===== src/rtl/vram_text_pkg.sv =====
// Shared constants, state encoding and address helper for the text-console VRAM writer.
package vram_text_pkg;

  localparam int COLS   = 80;
  localparam int ROWS   = 60;
  localparam int ADDR_W = 13;
  localparam int DATA_W = 11;
  localparam int CELLS  = COLS * ROWS;

  // Cell layout: [10:8] foreground RGB, [7] zero, [6:0] ASCII.
  localparam logic [DATA_W-1:0] BLANK = 11'h020;

  localparam logic [7:0] LF    = 8'h0A;
  localparam logic [7:0] CR    = 8'h0D;
  localparam logic [7:0] BS    = 8'h08;
  localparam logic [7:0] SPACE = 8'h20;
  localparam logic [7:0] TILDE = 8'h7E;

  localparam logic [ADDR_W-1:0] COLS_A        = ADDR_W'(COLS);
  localparam logic [ADDR_W-1:0] CELLS_A       = ADDR_W'(CELLS);
  localparam logic [ADDR_W-1:0] COPY_CELLS    = ADDR_W'(CELLS - COLS);
  localparam logic [ADDR_W-1:0] LAST_COPY     = ADDR_W'(CELLS - COLS - 1);
  localparam logic [ADDR_W-1:0] LAST_ROW_BASE = ADDR_W'(CELLS - COLS);
  localparam logic [6:0]        LAST_COL      = 7'(COLS - 1);
  localparam logic [5:0]        LAST_ROW      = 6'(ROWS - 1);

  typedef enum logic [1:0] {
    ST_CLEAR,
    ST_IDLE,
    ST_SCROLL,
    ST_BLANK_ROW
  } state_e;

  function automatic logic [ADDR_W-1:0] cell_addr(input logic [5:0] row, input logic [6:0] col);
    return ADDR_W'(row) * COLS_A + ADDR_W'(col);
  endfunction

endpackage


===== src/rtl/vram_seq_engine.sv =====
// Address sequencer for bulk VRAM operations: clear, scroll copy (read k+80 -> write k)
// and last-row blanking. Emits a combinational write request that the top registers.
module vram_seq_engine
  import vram_text_pkg::*;
(
  input  logic              clk,
  input  logic              rst,
  input  logic              i_clear,
  input  logic              i_scroll,
  input  logic              i_blank_row,
  input  logic              i_start,
  input  logic [DATA_W-1:0] i_rdata,
  output logic [ADDR_W-1:0] o_raddr,
  output logic              o_we,
  output logic [ADDR_W-1:0] o_waddr,
  output logic [DATA_W-1:0] o_wdata,
  output logic              o_done
);

  logic [ADDR_W-1:0] r_cnt;
  logic [ADDR_W-1:0] r_raddr;
  logic              r_rd_valid;
  logic              r_wr_valid;
  logic [ADDR_W-1:0] r_wr_addr;
  logic              w_issue;
  logic              w_run;

  assign w_run   = i_clear | i_scroll | i_blank_row;
  assign w_issue = i_scroll & (r_cnt < COPY_CELLS);
  assign o_raddr = r_raddr;

  // i_start preloads the first read address so it is on the port in the first SCROLL cycle.
  always_ff @(posedge clk) begin
    if (rst) begin
      r_cnt      <= '0;
      r_raddr    <= '0;
      r_rd_valid <= 1'b0;
      r_wr_valid <= 1'b0;
      r_wr_addr  <= '0;
    end else begin
      r_rd_valid <= i_start | w_issue;
      r_wr_valid <= r_rd_valid;
      r_wr_addr  <= r_raddr - COLS_A;
      if (i_start)
        r_raddr <= COLS_A;
      else if (w_issue)
        r_raddr <= r_cnt + COLS_A;
      if (i_start)
        r_cnt <= ADDR_W'(1);
      else if (o_done || !w_run)
        r_cnt <= '0;
      else if (i_clear || i_blank_row || w_issue)
        r_cnt <= r_cnt + ADDR_W'(1);
    end
  end

  // CLEAR and BLANK_ROW spend one extra cycle after their last write so it drains before IDLE.
  always_comb begin
    o_we    = 1'b0;
    o_waddr = r_cnt;
    o_wdata = BLANK;
    o_done  = 1'b0;
    if (i_clear) begin
      o_we   = (r_cnt != CELLS_A);
      o_done = (r_cnt == CELLS_A);
    end else if (i_blank_row) begin
      o_we    = (r_cnt != COLS_A);
      o_waddr = LAST_ROW_BASE + r_cnt;
      o_done  = (r_cnt == COLS_A);
    end else if (i_scroll) begin
      o_we    = r_wr_valid;
      o_waddr = r_wr_addr;
      o_wdata = i_rdata;
      o_done  = r_wr_valid && (r_wr_addr == LAST_COPY);
    end
  end

endmodule


===== src/rtl/vram_text_writer.sv =====
// Text-console front end: accepts characters, tracks the cursor and drives the VRAM write
// port, delegating clear/scroll/blank-row sequences to vram_seq_engine.
module vram_text_writer
  import vram_text_pkg::*;
(
  input  logic              clk,
  input  logic              rst,
  input  logic              char_valid,
  input  logic [7:0]        char_data,
  input  logic [2:0]        char_attr,
  output logic              char_ready,
  input  logic              clr_req,
  output logic              vram_we,
  output logic [ADDR_W-1:0] vram_waddr,
  output logic [DATA_W-1:0] vram_wdata,
  output logic [ADDR_W-1:0] vram_raddr,
  input  logic [DATA_W-1:0] vram_rdata,
  output logic [5:0]        cursor_row,
  output logic [6:0]        cursor_col,
  output logic              busy
);

  state_e            r_state;
  state_e            w_next_state;
  logic [5:0]        r_row;
  logic [6:0]        r_col;
  logic              r_we;
  logic [ADDR_W-1:0] r_waddr;
  logic [DATA_W-1:0] r_wdata;

  logic              w_accept;
  logic              w_acc_we;
  logic [ADDR_W-1:0] w_acc_addr;
  logic [DATA_W-1:0] w_acc_data;
  logic [5:0]        w_next_row;
  logic [6:0]        w_next_col;
  logic              w_new_line;
  logic              w_scroll;

  logic              w_eng_we;
  logic [ADDR_W-1:0] w_eng_waddr;
  logic [DATA_W-1:0] w_eng_wdata;
  logic              w_eng_done;

  assign char_ready = (r_state == ST_IDLE) & ~clr_req;
  assign w_accept   = char_valid & char_ready;
  assign busy       = (r_state != ST_IDLE);
  assign vram_we    = r_we;
  assign vram_waddr = r_waddr;
  assign vram_wdata = r_wdata;
  assign cursor_row = r_row;
  assign cursor_col = r_col;

  vram_seq_engine u_engine (
    .clk         (clk),
    .rst         (rst),
    .i_clear     (r_state == ST_CLEAR),
    .i_scroll    (r_state == ST_SCROLL),
    .i_blank_row (r_state == ST_BLANK_ROW),
    .i_start     (w_scroll),
    .i_rdata     (vram_rdata),
    .o_raddr     (vram_raddr),
    .o_we        (w_eng_we),
    .o_waddr     (w_eng_waddr),
    .o_wdata     (w_eng_wdata),
    .o_done      (w_eng_done)
  );

  // NOTE: every signal gets a default first so no path leaves it unassigned (no latch).
  always_comb begin
    w_acc_we   = 1'b0;
    w_acc_addr = cell_addr(r_row, r_col);
    w_acc_data = BLANK;
    w_next_row = r_row;
    w_next_col = r_col;
    w_new_line = 1'b0;
    if (w_accept) begin
      if (char_data >= SPACE && char_data <= TILDE) begin
        w_acc_we   = 1'b1;
        w_acc_data = {char_attr, 1'b0, char_data[6:0]};
        if (r_col == LAST_COL) begin
          w_next_col = '0;
          w_new_line = 1'b1;
        end else begin
          w_next_col = r_col + 7'd1;
        end
      end else if (char_data == LF) begin
        w_next_col = '0;
        w_new_line = 1'b1;
      end else if (char_data == CR) begin
        w_next_col = '0;
      end else if (char_data == BS && r_col != '0) begin
        w_next_col = r_col - 7'd1;
        w_acc_we   = 1'b1;
        w_acc_addr = cell_addr(r_row, r_col - 7'd1);
      end
    end
    if (w_new_line && r_row != LAST_ROW)
      w_next_row = r_row + 6'd1;
  end

  // The bottom row stays put on a new line; the screen contents move instead.
  assign w_scroll = w_new_line & (r_row == LAST_ROW);

  always_comb begin
    w_next_state = r_state;
    case (r_state)
      ST_CLEAR:     if (w_eng_done) w_next_state = ST_IDLE;
      ST_IDLE: begin
        if (clr_req)       w_next_state = ST_CLEAR;
        else if (w_scroll) w_next_state = ST_SCROLL;
      end
      ST_SCROLL:    if (w_eng_done) w_next_state = ST_BLANK_ROW;
      ST_BLANK_ROW: if (w_eng_done) w_next_state = ST_IDLE;
      default:      w_next_state = ST_CLEAR;
    endcase
  end

  // NOTE: sequential state uses non-blocking assignments so all flops update together.
  always_ff @(posedge clk) begin
    if (rst)
      r_state <= ST_CLEAR;
    else
      r_state <= w_next_state;
  end

  always_ff @(posedge clk) begin
    if (rst) begin
      r_row <= '0;
      r_col <= '0;
    end else if (r_state == ST_CLEAR && w_eng_done) begin
      r_row <= '0;
      r_col <= '0;
    end else begin
      r_row <= w_next_row;
      r_col <= w_next_col;
    end
  end

  // Engine and accept writes are mutually exclusive: accepts only happen in IDLE.
  always_ff @(posedge clk) begin
    if (rst) begin
      r_we    <= 1'b0;
      r_waddr <= '0;
      r_wdata <= BLANK;
    end else begin
      r_we <= w_eng_we | w_acc_we;
      if (w_eng_we) begin
        r_waddr <= w_eng_waddr;
        r_wdata <= w_eng_wdata;
      end else if (w_acc_we) begin
        r_waddr <= w_acc_addr;
        r_wdata <= w_acc_data;
      end
    end
  end

endmodule

===== config.mk =====
export PLATFORM = sky130hd
export DESIGN_NAME = vram_text_writer
export DESIGN_NICKNAME = d
export VERILOG_FILES = /design/src/rtl/vram_text_pkg.sv /design/src/rtl/vram_seq_engine.sv /design/src/rtl/vram_text_writer.sv
export SDC_FILE = /design/constraint.sdc
export NUM_CORES = 1
export LEC_CHECK = 0
export ABC_CLOCK_PERIOD_IN_PS = 7500
export BUFFER_PORTS_ARGS = -buffer_cell sky130_fd_sc_hd__buf_2
export CORE_UTILIZATION = 38
export CTS_BUF_LIST = sky130_fd_sc_hd__clkbuf_2 sky130_fd_sc_hd__clkbuf_4 sky130_fd_sc_hd__clkbuf_8
export CTS_CLUSTER_DIAMETER = 60
export DETAILED_ROUTE_END_ITERATION = 7
export GPL_ROUTABILITY_DRIVEN = 0
export PLACE_DENSITY = 0.66
export SETUP_SLACK_MARGIN = 0.4
export SYNTH_ARGS = -nofsm -noshare
export SYNTH_HDL_FRONTEND = slang
export SYNTH_SLANG_ARGS = --single-unit

===== constraint.sdc =====
create_clock -name clk -period 7.5 [get_ports clk]
set_input_delay 1.5 -clock clk [delete_from_list [all_inputs] [get_ports clk]]
set_output_delay 1.5 -clock clk [all_outputs]
set_load 0.01 [all_outputs]

Word level (Yosys, flattened, before mapping)
Index checks and enable logic that the tools add are counted.
Widths: inputs -> output; s select.
{ "op_classes": {"n_reduce_logical": 21, "bitwise": 9, "n_eq_ne": 18, "addsub": 9, "multipliers": 1, "muxes": 47, "magnitude_cmp": 3} }
{ "op_table": {"columns": ["operator", "count"], "rows": [
  ["$mux 13", 10],
  ["$mux 11", 7],
  ["$mux 7", 7],
  ["$add 13x7->13", 2],
  ["$eq 13x13->1 const B", 2],
  ["$eq 8x4->1 const B", 3],
  ["$mux 1", 18],
  ["$add 13x1->13 const B", 1],
  ["$add 13x13->13 const A", 1],
  ["$add 13x7->13 const B", 1],
  ["$eq 13x7->1 const B", 1],
  ["$lt 13x13->1 const B", 1],
  ["$ne 13x13->1 const B", 1],
  ["$ne 13x7->1 const B", 1],
  ["$sub 13x7->13 const B", 1],
  ["$mul 6x3->9 const B", 1],
  ["$ge 8x6->1 const B", 1],
  ["$le 8x7->1 const B", 1],
  ["$mux 2", 4],
  ["$add 7x1->7 const B", 1],
  ["$eq 7x7->1 const B", 1],
  ["$reduce_bool 7->1", 1],
  ["$sub 7x1->7 const B", 1],
  ["$add 6x1->6 const B", 1],
  ["other kinds (22)", 39]
]} }
{ "word_totals": {"reg_bits": 81, "word_cells": 121, "out_inout_bits": 53, "input_bits": 26} }

Longest topological paths before layout
Gate-level depths: netlist of run 1.
{ "logic_depth": {"ltp_word": 9, "ltp_mapped": 12, "ltp_nobuf": 11} }

Hierarchy
From an unflattened synthesis of run 1, not the netlist that was laid out.
{ "hier_totals": {"hier_cells": 653, "area_unflattened_um2": 5390.2} }
{ "modules_own_cells": {"columns": ["mod", "area_per_inst_um2", "cells_each", "n_inst"], "rows": [
  ["vram_text_writer", 2879.0, 341, 1],
  ["vram_seq_engine", 2511.2, 312, 1]
]} }

Worst setup path before layout of run 1
No wires, ideal clock.
{ "synth_path": {"kind": "input port to flip-flop", "startpoint": "input char_data[0]", "endpoint": "register r_waddr[6], in the netlist vram_waddr[6]", "t_required_ps": 7372, "n_path_buf": 1, "arrival_time_ps": 3354, "path_slack_ps": 4018, "cell_stages": 7, "setup_time_ps": 128, "cell_sequence": "or4b_2 > a211o_1 > a21oi_2 > nor2_1 > buf_2 > a221oi_1 > nor2_1"} }
{ "synth_between": {"elab_chain_len": 9} }
{ "synth_lines": {"columns": ["item", "line", "source"], "rows": [
  ["from (decl)", "vram_text_writer.sv:9", "input logic [7:0] char_data,"],
  ["$eq 8x4->1", "vram_text_writer.sv:92", "end else if (char_data == BS && r_col != '0) begin"],
  ["$logic_and 1x1->1", "vram_text_writer.sv:92", null],
  ["$mux 13", "vram_text_writer.sv:92", null],
  ["$mux 13", "vram_text_writer.sv:90", "end else if (char_data == CR) begin"],
  ["$mux 13", "vram_text_writer.sv:87", "end else if (char_data == LF) begin"],
  ["$mux 13", "vram_text_writer.sv:78", "if (char_data >= SPACE && char_data <= TILDE) begin"],
  ["$mux 13", "vram_text_writer.sv:77", "if (w_accept) begin"],
  ["$mux 13", "vram_text_writer.sv:151", "end else if (w_acc_we) begin"],
  ["$mux 13", "vram_text_writer.sv:148", "if (w_eng_we) begin"],
  ["to (signal assigned)", "vram_text_writer.sv:149", "r_waddr <= w_eng_waddr;"],
  ["to (signal assigned)", "vram_text_writer.sv:152", "r_waddr <= w_acc_addr;"],
  ["to (decl)", "vram_text_writer.sv:28", "logic [ADDR_W-1:0] r_waddr;"]
]} }
Several ways; a longest one is shown, not always the timed one. The select of a mux whose other input is x is not followed.
A chain may end at the register's enable or synchronous reset.

Worst setup path in the final report of run 1
{ "layout_path": {"startpoint": "input char_data[0]", "endpoint": "register u_engine.r_cnt[1]"} }
{ "layout_between": {"elab_chain_len": 6} }
{ "layout_lines": {"columns": ["item", "line", "source"], "rows": [
  ["$ge 8x6->1, or another cell as far along", "vram_text_writer.sv:78", null],
  ["$logic_and 1x1->1 / $mux 1 (equally long branches)", "vram_text_writer.sv:78, vram_text_writer.sv:87", null],
  ["$mux 1 *", "vram_text_writer.sv:78", null],
  ["$mux 1 *", "vram_text_writer.sv:77", null],
  ["$and 1x1->1 *", "vram_text_writer.sv:103", "assign w_scroll = w_new_line & (r_row == LAST_ROW);"],
  ["$reduce_or 3->1 (no source line) *", null, null],
  ["to (signal assigned)", "vram_seq_engine.sv:53", "r_cnt <= r_cnt + ADDR_W'(1);"],
  ["to (decl)", "vram_seq_engine.sv:20", "logic [ADDR_W-1:0] r_cnt;"]
]} }
Every way passes the cells marked *; elsewhere a longest branch is shown, timed or not.

==> results of run 1 <==
==> cells by family after synthesis <==
logic type	after synthesis	share of synthesized area, %
buf+inv	60	5.27
simple gates	237	23.2
compound gates	157	21.5
fa+ha+maj	32	8.29
mux	13	2.60
flops	81	31.8
xor+xnor	43	7.38
==> cells in the final DEF, fill, tap and decap left out, types with 14 or more instances in the layout <==
cell,Yosys,final
ha_1,29,29
xnor2_1,29,29
buf_2,8,78
xor2_1,14,14
nor3_1,18,18
nand2_1,52,52
inv_1,25,25
o21ai_0,20,20
a211oi_1,14,14
a21oi_1,44,44
nand3_1,17,17
nor2_1,78,78
dfxtp_1,81,81
==> sequential cells by signal, summed over array words and instances (netlist names) <==
signal               flops
u_engine.o_raddr        13
u_engine.r_cnt          13
u_engine.r_wr_addr      13
vram_waddr              13
vram_wdata              11
cursor_col               7
cursor_row               6
r_state                  2
u_engine.r_rd_valid      1
u_engine.r_wr_valid      1
vram_we                  1
==> worst min path at each step <==
stage	end	slack, ps	depth (start not counted)
after global placement	u_engine.r_wr_valid$_SDFF_PP0_	420	1
final	u_engine.r_wr_valid$_SDFF_PP0_	450	1
after global routing	u_engine.r_wr_valid$_SDFF_PP0_	470	1
after floorplan	u_engine.r_wr_valid$_SDFF_PP0_	410	1
after CTS	u_engine.r_wr_valid$_SDFF_PP0_	450	1
after detailed placement	u_engine.r_wr_valid$_SDFF_PP0_	430	1
==> per-layer routing <==
| metal | vias up | wire length (um) | GRT usage (%) |
|---|---|---|---|
| met2 | 182 | 6530 | 32.2 |
| met4 | 0 | 297 | 8.25 |
| met3 | 25 | 988 | 4.07 |
| li1 | 2349 | - | - |
| met5 | - | 0 | 0 |
| met1 | 2305 | 6810 | 29.6 |
==> final cells by class <==
cell class,instances,area [sq um]
clock buffers,9,124
clock inverters,7,124
fillers,1295,7090
inverters,25,93.8
multi-input cells,482,3210
flip-flops and latches,81,1620
well taps,172,215
repair buffers,79,398
==> where the power goes <==
group / switching [mW] / leakage, nW / internal, mW
clock network: 0.178 / 0.126 / 0.225
registers: 0.0370 / 0.657 / 0.474
logic: 0.232 / 1.58 / 0.137
total: 0.447 / 2.36 / 0.836
==> worst max-delay path, delay by kind of cell <==
family / cells / cell delay (ps)
compound gates: 3 / 1280
simple gates: 3 / 1120
buf+inv: 1 / 110
==> impl_metrics.toml, run 1 <==
[outcome]
outcome = "finished clean"

[timing]
setup_violations = 0
timing.hold.ws_ps = 449
rsz0062_at_grt = "false"
fmax_mhz = 267
finalCriticalPeriod_ps = 3750
hold_viol = 0
slew_headroom_pct = 38.2
clock_skew_ps = 10.5
fin_crit_sh_pct = 49.9
tightest_slew_ps = 921
tns_ps = 0
finalMaxSlewViolations = 0
setup_slack_ps = 3750

[clock_tree]
cts_buffers = 9
clock_latency_ps = 380
post-cts-setup-buffers = 0
cts_max_path_buffers = 2
clkSinkCount = 81
cts_hold_buffers = 0
clk_pin_slew_ps = 90
htree_levels = 3
cts_tree = "built"
cts_resized = 0
cts-root-buf = "clkbuf_8"

[power_and_ir_drop]
vdd_drop_max_v = 0.000163
power_mw = 1.28
power.density_nw_per_um2 = 222
power_leakage_nw = 2.36

[worst_setup_path]
worstPathArrival_ps = 4020
startpoint = "char_data[0]"
slowest_delay_ps = 750
reg2reg_setup_slack_ps = 4000
cp.required_ps = 7770
path_max_fanout = 12
r2r_end = "vram_waddr[8]$_SDFFE_PP0P_"
endpoint_kind = "register"
worstSetupPathType = "input port to register"
cp-endpoint = "u_engine.r_cnt[1]$_SDFFE_PP0P_"
path_cells = "buf_2 > or4b_2 > o21ai_0 > o2111a_2 > a41o_1 > or3_4 > nor2_1"
r2r_start = "r_state[0]$_SDFFE_PP0P_"
crit_path_start_kind = "input port"
slowest_stage = "or4b_2"
reg2regPathDepth = 7

[synthesis]
synthDistinctLibCells = 78
yosysMostFrequentCell = "dfxtp_1"
ys_top_cells_by_area = "dfxtp_1 32%, ha_1 7.1%, nor2_1 5.7%"
synth-seq-cells = 81
yosys.area.top_type_share_pct = 31.8
yosysTopAreaCell = "dfxtp_1"
synth_area_sq_um = 5100
ys_seq_area_share_pct = 31.8
synth_edf_count = 0
netlist_instances = 623
ys_top_cells_by_count = "81 x dfxtp_1, 78 x nor2_1, 52 x nand2_1"
avgSynthCellArea_sq_um = 8.19
ys_warn_count = 0
synth_ff_type = "dfxtp_1"
async_flop_share_pct = 0
syn_nets = 681

[global_routing]
grt_use_total_pct = 21.3
grt-ovfl-total = 0
antenna_found_initial = 0
grt_pass1_vias = 4515
grt_max_degree = 48
grt_pass1_wl_um = 23600

[drt]
dr_total_vias = 4861
antenna_left = 0
firstDrtPassIters = 5
route.detailed.drc = 0
viasPerCell = 5.69
wire_per_inst_um = 17.1
drt-total-wl_um = 14600
drt_first_iter_violations = 522

[floorplan]
core-area_sq_um = 12900
die_w_um = 118
start_util_pct = 39.6
ioPinCount = 79
dieArea_sq_um = 13900
rows = 41
die_y_um = 118

[placement]
placed_cell_area_sq_um = 5540
place_inst = 839
port_buffers = 78
pre_cts_slack_ps = 3380
hpwl_um = 10800

[cells_and_area]
final_util_pct = 45.0
nets = 736
instances_no_fill = 855
areaGrowthSynthToFinish_pct = 13.4
diodes = 0
final_area_sq_um = 5790
drive_gt1_share_pct = 17.3

[worst_hold_path]
worstHoldStart = "u_engine.r_rd_valid$_SDFF_PP0_"
min_path_type = "register to register"

[flow_run]
maxCapViolCount = 0
Note: power is estimated with default switching activity, not from simulation.
==> run 2, diff against run 1 <==
--- a/config.mk
+++ b/config.mk
@@ -5,14 +5,14 @@
 export SDC_FILE = /design/constraint.sdc
 export NUM_CORES = 1
 export LEC_CHECK = 0
-export ABC_CLOCK_PERIOD_IN_PS = 7500
+export ABC_CLOCK_PERIOD_IN_PS = 3000
 export BUFFER_PORTS_ARGS = -buffer_cell sky130_fd_sc_hd__buf_2
 export CORE_UTILIZATION = 38
 export CTS_BUF_LIST = sky130_fd_sc_hd__clkbuf_2 sky130_fd_sc_hd__clkbuf_4 sky130_fd_sc_hd__clkbuf_8
 export CTS_CLUSTER_DIAMETER = 60
 export DETAILED_ROUTE_END_ITERATION = 7
 export GPL_ROUTABILITY_DRIVEN = 0
-export PLACE_DENSITY = 0.66
+export PLACE_DENSITY = 0.68
 export SETUP_SLACK_MARGIN = 0.4
 export SYNTH_ARGS = -nofsm -noshare
 export SYNTH_HDL_FRONTEND = slang
==> constraint.sdc (replaced) <==
create_clock -name clk -period 3 [get_ports clk]
set_input_delay 0.6 -clock clk [delete_from_list [all_inputs] [get_ports clk]]
set_output_delay 0.6 -clock clk [all_outputs]
set_load 0.01 [all_outputs]
==> impl_metrics.toml, run 2 (same netlist as run 1, synthesis figures left out) <==
[drt]
viasPerCell = 5.61
route.detailed.drc = 0
drt_first_iter_violations = 531
antenna_left = 0
drt-total-wl_um = 15100
dr_total_vias = 5081
firstDrtPassIters = 5
wire_per_inst_um = 16.6

[cells_and_area]
diodes = 0
drive_gt1_share_pct = 25.8
nets = 786
instances_no_fill = 905
final_util_pct = 49.0
mostFrequentLayoutCells = "78 x buf_2, 77 x nor2_1, 77 x dfxtp_1"
nFillCells = 1227
final_common_cell = "buf_2"
areaGrowthSynthToFinish_pct = 23.6
final_area_sq_um = 6310

[clock_tree]
htree_levels = 3
cts_hold_buffers = 0
clk_pin_slew_ps = 90
clock_latency_ps = 370
cts-root-buf = "clkbuf_8"
cts_tree = "built"
cts_buffers = 9
clkSinkCount = 81
cts_max_path_buffers = 2

[timing]
timing.hold.ws_ps = 431
setup_slack_ps = 446
clock_skew_ps = 12.2
fin_crit_sh_pct = 85.1
fmax_mhz = 392
hold_viol = 0
rsz0062_at_grt = "true"
finalMaxSlewViolations = 0
finalCriticalPeriod_ps = 2550
slew_headroom_pct = 57.7
tns_ps = 0
setup_violations = 0
tightest_slew_ps = 634

[placement]
place_inst = 879
pre_cts_slack_ps = 32.6
placed_cell_area_sq_um = 5860
port_buffers = 78
hpwl_um = 11600

[worst_setup_path]
crit_path_start_kind = "register"
path_max_fanout = 6
worstSetupPathType = "register to register"
reg2regPathDepth = 9
cp.required_ps = 3280
worstPathArrival_ps = 2830
startpoint = "cursor_row[1]$_SDFFE_PP0P_"
endpoint_kind = "register"
r2r_start = "cursor_row[1]$_SDFFE_PP0P_"

[floorplan]
ioPinCount = 79
start_util_pct = 39.6
core-area_sq_um = 12900
die_y_um = 118
die_w_um = 118
dieArea_sq_um = 13900
rows = 41

[power_and_ir_drop]
vdd_drop_max_v = 0.000363
power_leakage_nw = 2.64
power_mw = 3.31
power.density_nw_per_um2 = 525

[worst_hold_path]
min_path_type = "register to register"
worstHoldStart = "u_engine.r_rd_valid$_SDFF_PP0_"
hold_path_depth = 1

[flow_run]
maxCapViolCount = 0

[global_routing]
grt_pass1_wl_um = 24400
antenna_found_initial = 0
grt_use_total_pct = 21.8
grt_pass1_vias = 4868
grt_max_degree = 26
grt-ovfl-total = 0

[outcome]
outcome = "finished clean"
==> run 2: worst paths after layout <==
| check | to | slack (ps) |
|---|---|---|
| worst max-delay path | vram_waddr[12]$_SDFFE_PP0P_ | 450 |
| worst min-delay path | u_engine.r_wr_valid$_SDFF_PP0_ | 430 |
| worst max register to register | vram_waddr[12]$_SDFFE_PP0P_ | 450 |
| worst min register to register | u_engine.r_wr_valid$_SDFF_PP0_ | 430 |
==> run 2: cell type report <==
class                      instances  area [sq um]  share of cell area (%)
clock inverter                     7           124                    1.96
timing repair buffer             129           798                    12.7
inverter                          25          93.8                    1.49
sequential                        81          1630                    25.8
clock buffer                       9           124                    1.96
tap                              172           215                    3.41
multi-input combinational        482          3320                    52.7
==> run 2: worst max-delay path: stages, from the launching register on <==
cell and delay (ps):
dfxtp_4 380, ha_1 310, ha_2 220, fa_2 410
a21o_1 190, a21oi_2 150, xnor2_1 190, nand4_1 130
and3_1 190, a2111oi_2 300
==> run 2: repair_timing <==
item | in CTS | in global routing
setup buffers | 1 | 9
setup endpoints to repair | 21 | 24
pin swaps | 3 | 13
resized for setup | 7 | 18
==> run 2: report_power, final <==
part	total, mW	internal (mW)	switching, mW
Clock	0.997	0.563	0.434
Sequential	1.26	1.18	0.0767
Combinational	1.05	0.426	0.626
Total	3.31	2.17	1.14
==> run 2: per-layer routing <==
layer,part of all wire [%],global-route usage (%)
met1,44,28.3
met2,46,35.3
met3,7.1,3.97
met4,2.8,9.54
met5,0,0
==> run 3, diff against run 2 <==
--- a/config.mk
+++ b/config.mk
@@ -13,7 +13,7 @@
 export DETAILED_ROUTE_END_ITERATION = 7
 export GPL_ROUTABILITY_DRIVEN = 0
 export PLACE_DENSITY = 0.68
-export SETUP_SLACK_MARGIN = 0.4
+export SETUP_SLACK_MARGIN = 0.5
 export SYNTH_ARGS = -nofsm -noshare
 export SYNTH_HDL_FRONTEND = slang
 export SYNTH_SLANG_ARGS = --single-unit
==> impl_metrics.toml, run 3 (same netlist as run 1, synthesis figures left out) <==
[floorplan]
die_w_um = 118
ioPinCount = 79
rows = 41
start_util_pct = 39.6
core-area_sq_um = 12900
dieArea_sq_um = 13900
die_y_um = 118

[cells_and_area]
final_util_pct = 48.7
final_common_cell = "buf_2"
final_area_sq_um = 6280
mostFrequentLayoutCells = "78 x buf_2, 77 x nor2_1, 73 x dfxtp_1"
diodes = 0
areaGrowthSynthToFinish_pct = 23.0
nets = 779
instances_no_fill = 898
drive_gt1_share_pct = 27.3

[worst_setup_path]
r2r_start = "cursor_row[1]$_SDFFE_PP0P_"
crit_path_start_kind = "register"
endpoint_kind = "register"
slowest_stage = "fa_2"
slowest_delay_ps = 390
path_max_fanout = 4
reg2reg_setup_slack_ps = 420
r2r_end = "vram_waddr[12]$_SDFFE_PP0P_"
cp.required_ps = 3280
crit_family = "adder cells"
reg2regPathDepth = 9
crit_buf_inv = 0
path_cells = "ha_1 > ha_2 > fa_2 > a21o_1 > a21oi_2 > xnor2_2 > nand4_1 > and3_4 > a2111oi_4"
worstPathArrival_ps = 2860
worstSetupPathType = "register to register"

[clock_tree]
cts_hold_buffers = 0
clk_pin_slew_ps = 90
clock_latency_ps = 380
cts-root-buf = "clkbuf_8"
htree_levels = 3
cts_buffers = 9
cts_tree = "built"
cts_max_path_buffers = 2
clkSinkCount = 81

[flow_run]
maxCapViolCount = 0

[timing]
slew_headroom_pct = 56.2
setup_violations = 0
finalCriticalPeriod_ps = 2580
fin_crit_sh_pct = 85.9
fmax_mhz = 388
setup_slack_ps = 423
finalMaxSlewViolations = 0
timing.hold.ws_ps = 454
clock_skew_ps = 10.5
hold_viol = 0
tightest_slew_ps = 652
tns_ps = 0
rsz0062_at_grt = "true"

[drt]
antenna_left = 0
drt_first_iter_violations = 431
drt-total-wl_um = 15400
firstDrtPassIters = 6
dr_total_vias = 5114
viasPerCell = 5.69
wire_per_inst_um = 17.1
route.detailed.drc = 0

[global_routing]
grt_pass1_wl_um = 24500
antenna_found_initial = 0
grt_max_degree = 28
grt-ovfl-total = 0
grt_pass1_vias = 4760
grt_use_total_pct = 22.0

[power_and_ir_drop]
power.switching_mw = 1.18
sw_frac_of_total_pct = 36.7
vdd_drop_max_v = 0.000259
power.density_nw_per_um2 = 510
power_leakage_nw = 2.60
power_mw = 3.20
intPower_mw = 2.03
seqPwrFrac_pct = 39.8
p_clk_share_pct = 26.1
combPwrFrac_pct = 34.1

[placement]
hpwl_um = 11400
port_buffers = 78
place_inst = 865
pre_cts_slack_ps = 118
placed_cell_area_sq_um = 5760

[worst_hold_path]
hold_end = "u_engine.r_wr_valid$_SDFF_PP0_"
worstHoldStart = "u_engine.r_rd_valid$_SDFF_PP0_"
hold_path_depth = 1
min_path_type = "register to register"

[outcome]
outcome = "finished clean"
## run 3: routing by layer
metal  GRT usage (%)  share of wire [%]  up-vias
met1            29.7                 43     2366
met4            10.3                3.4        0
li1                -                  -     2431
met3            3.88                9.0       41
met2            33.7                 44      276
met5               0                  0        -
## run 3: worst max path at each step
stage                                          start                          end  cells past startpoint
final                     cursor_row[1]$_SDFFE_PP0P_  vram_waddr[12]$_SDFFE_PP0P_                      9
after global routing      cursor_row[1]$_SDFFE_PP0P_  vram_waddr[12]$_SDFFE_PP0P_                      9
after CTS                 cursor_row[1]$_SDFFE_PP0P_  vram_waddr[12]$_SDFFE_PP0P_                      9
after detailed placement  cursor_row[1]$_SDFFE_PP0P_  vram_waddr[12]$_SDFFE_PP0P_                      9
after global placement                  char_data[1]  vram_waddr[11]$_SDFFE_PP0P_                      8
after floorplan           cursor_row[1]$_SDFFE_PP0P_  vram_waddr[12]$_SDFFE_PP0P_                      9
## run 3: power groups by stage
stage          combinational (mW)  sequential (mW)  clock, mW
2_1_floorplan               0.645             1.31          0
3_3_place_gp                0.951             1.29          0
3_5_place_dp                0.966             1.30          0
4_1_cts                      1.01             1.27      0.850
5_1_grt                      1.19             1.28      0.899
6_report                     1.09             1.27      0.835
## run 3: final cells by class
| cell class | count | area, sq um |
|---|---|---|
| multi-input cells | 482 | 3380 |
| fillers | 1213 | 6600 |
| well taps | 172 | 215 |
| clock buffers | 9 | 124 |
| clock inverters | 7 | 77.6 |
| repair buffers | 122 | 737 |
| inverters | 25 | 96.3 |
| flip-flops and latches | 81 | 1640 |
## run 3: what timing repair did
item,CTS,global route
setup endpoints to repair,20,29
pin swaps,10,21
resized for setup,14,33
cloned,0,1
buffers inserted,9,7
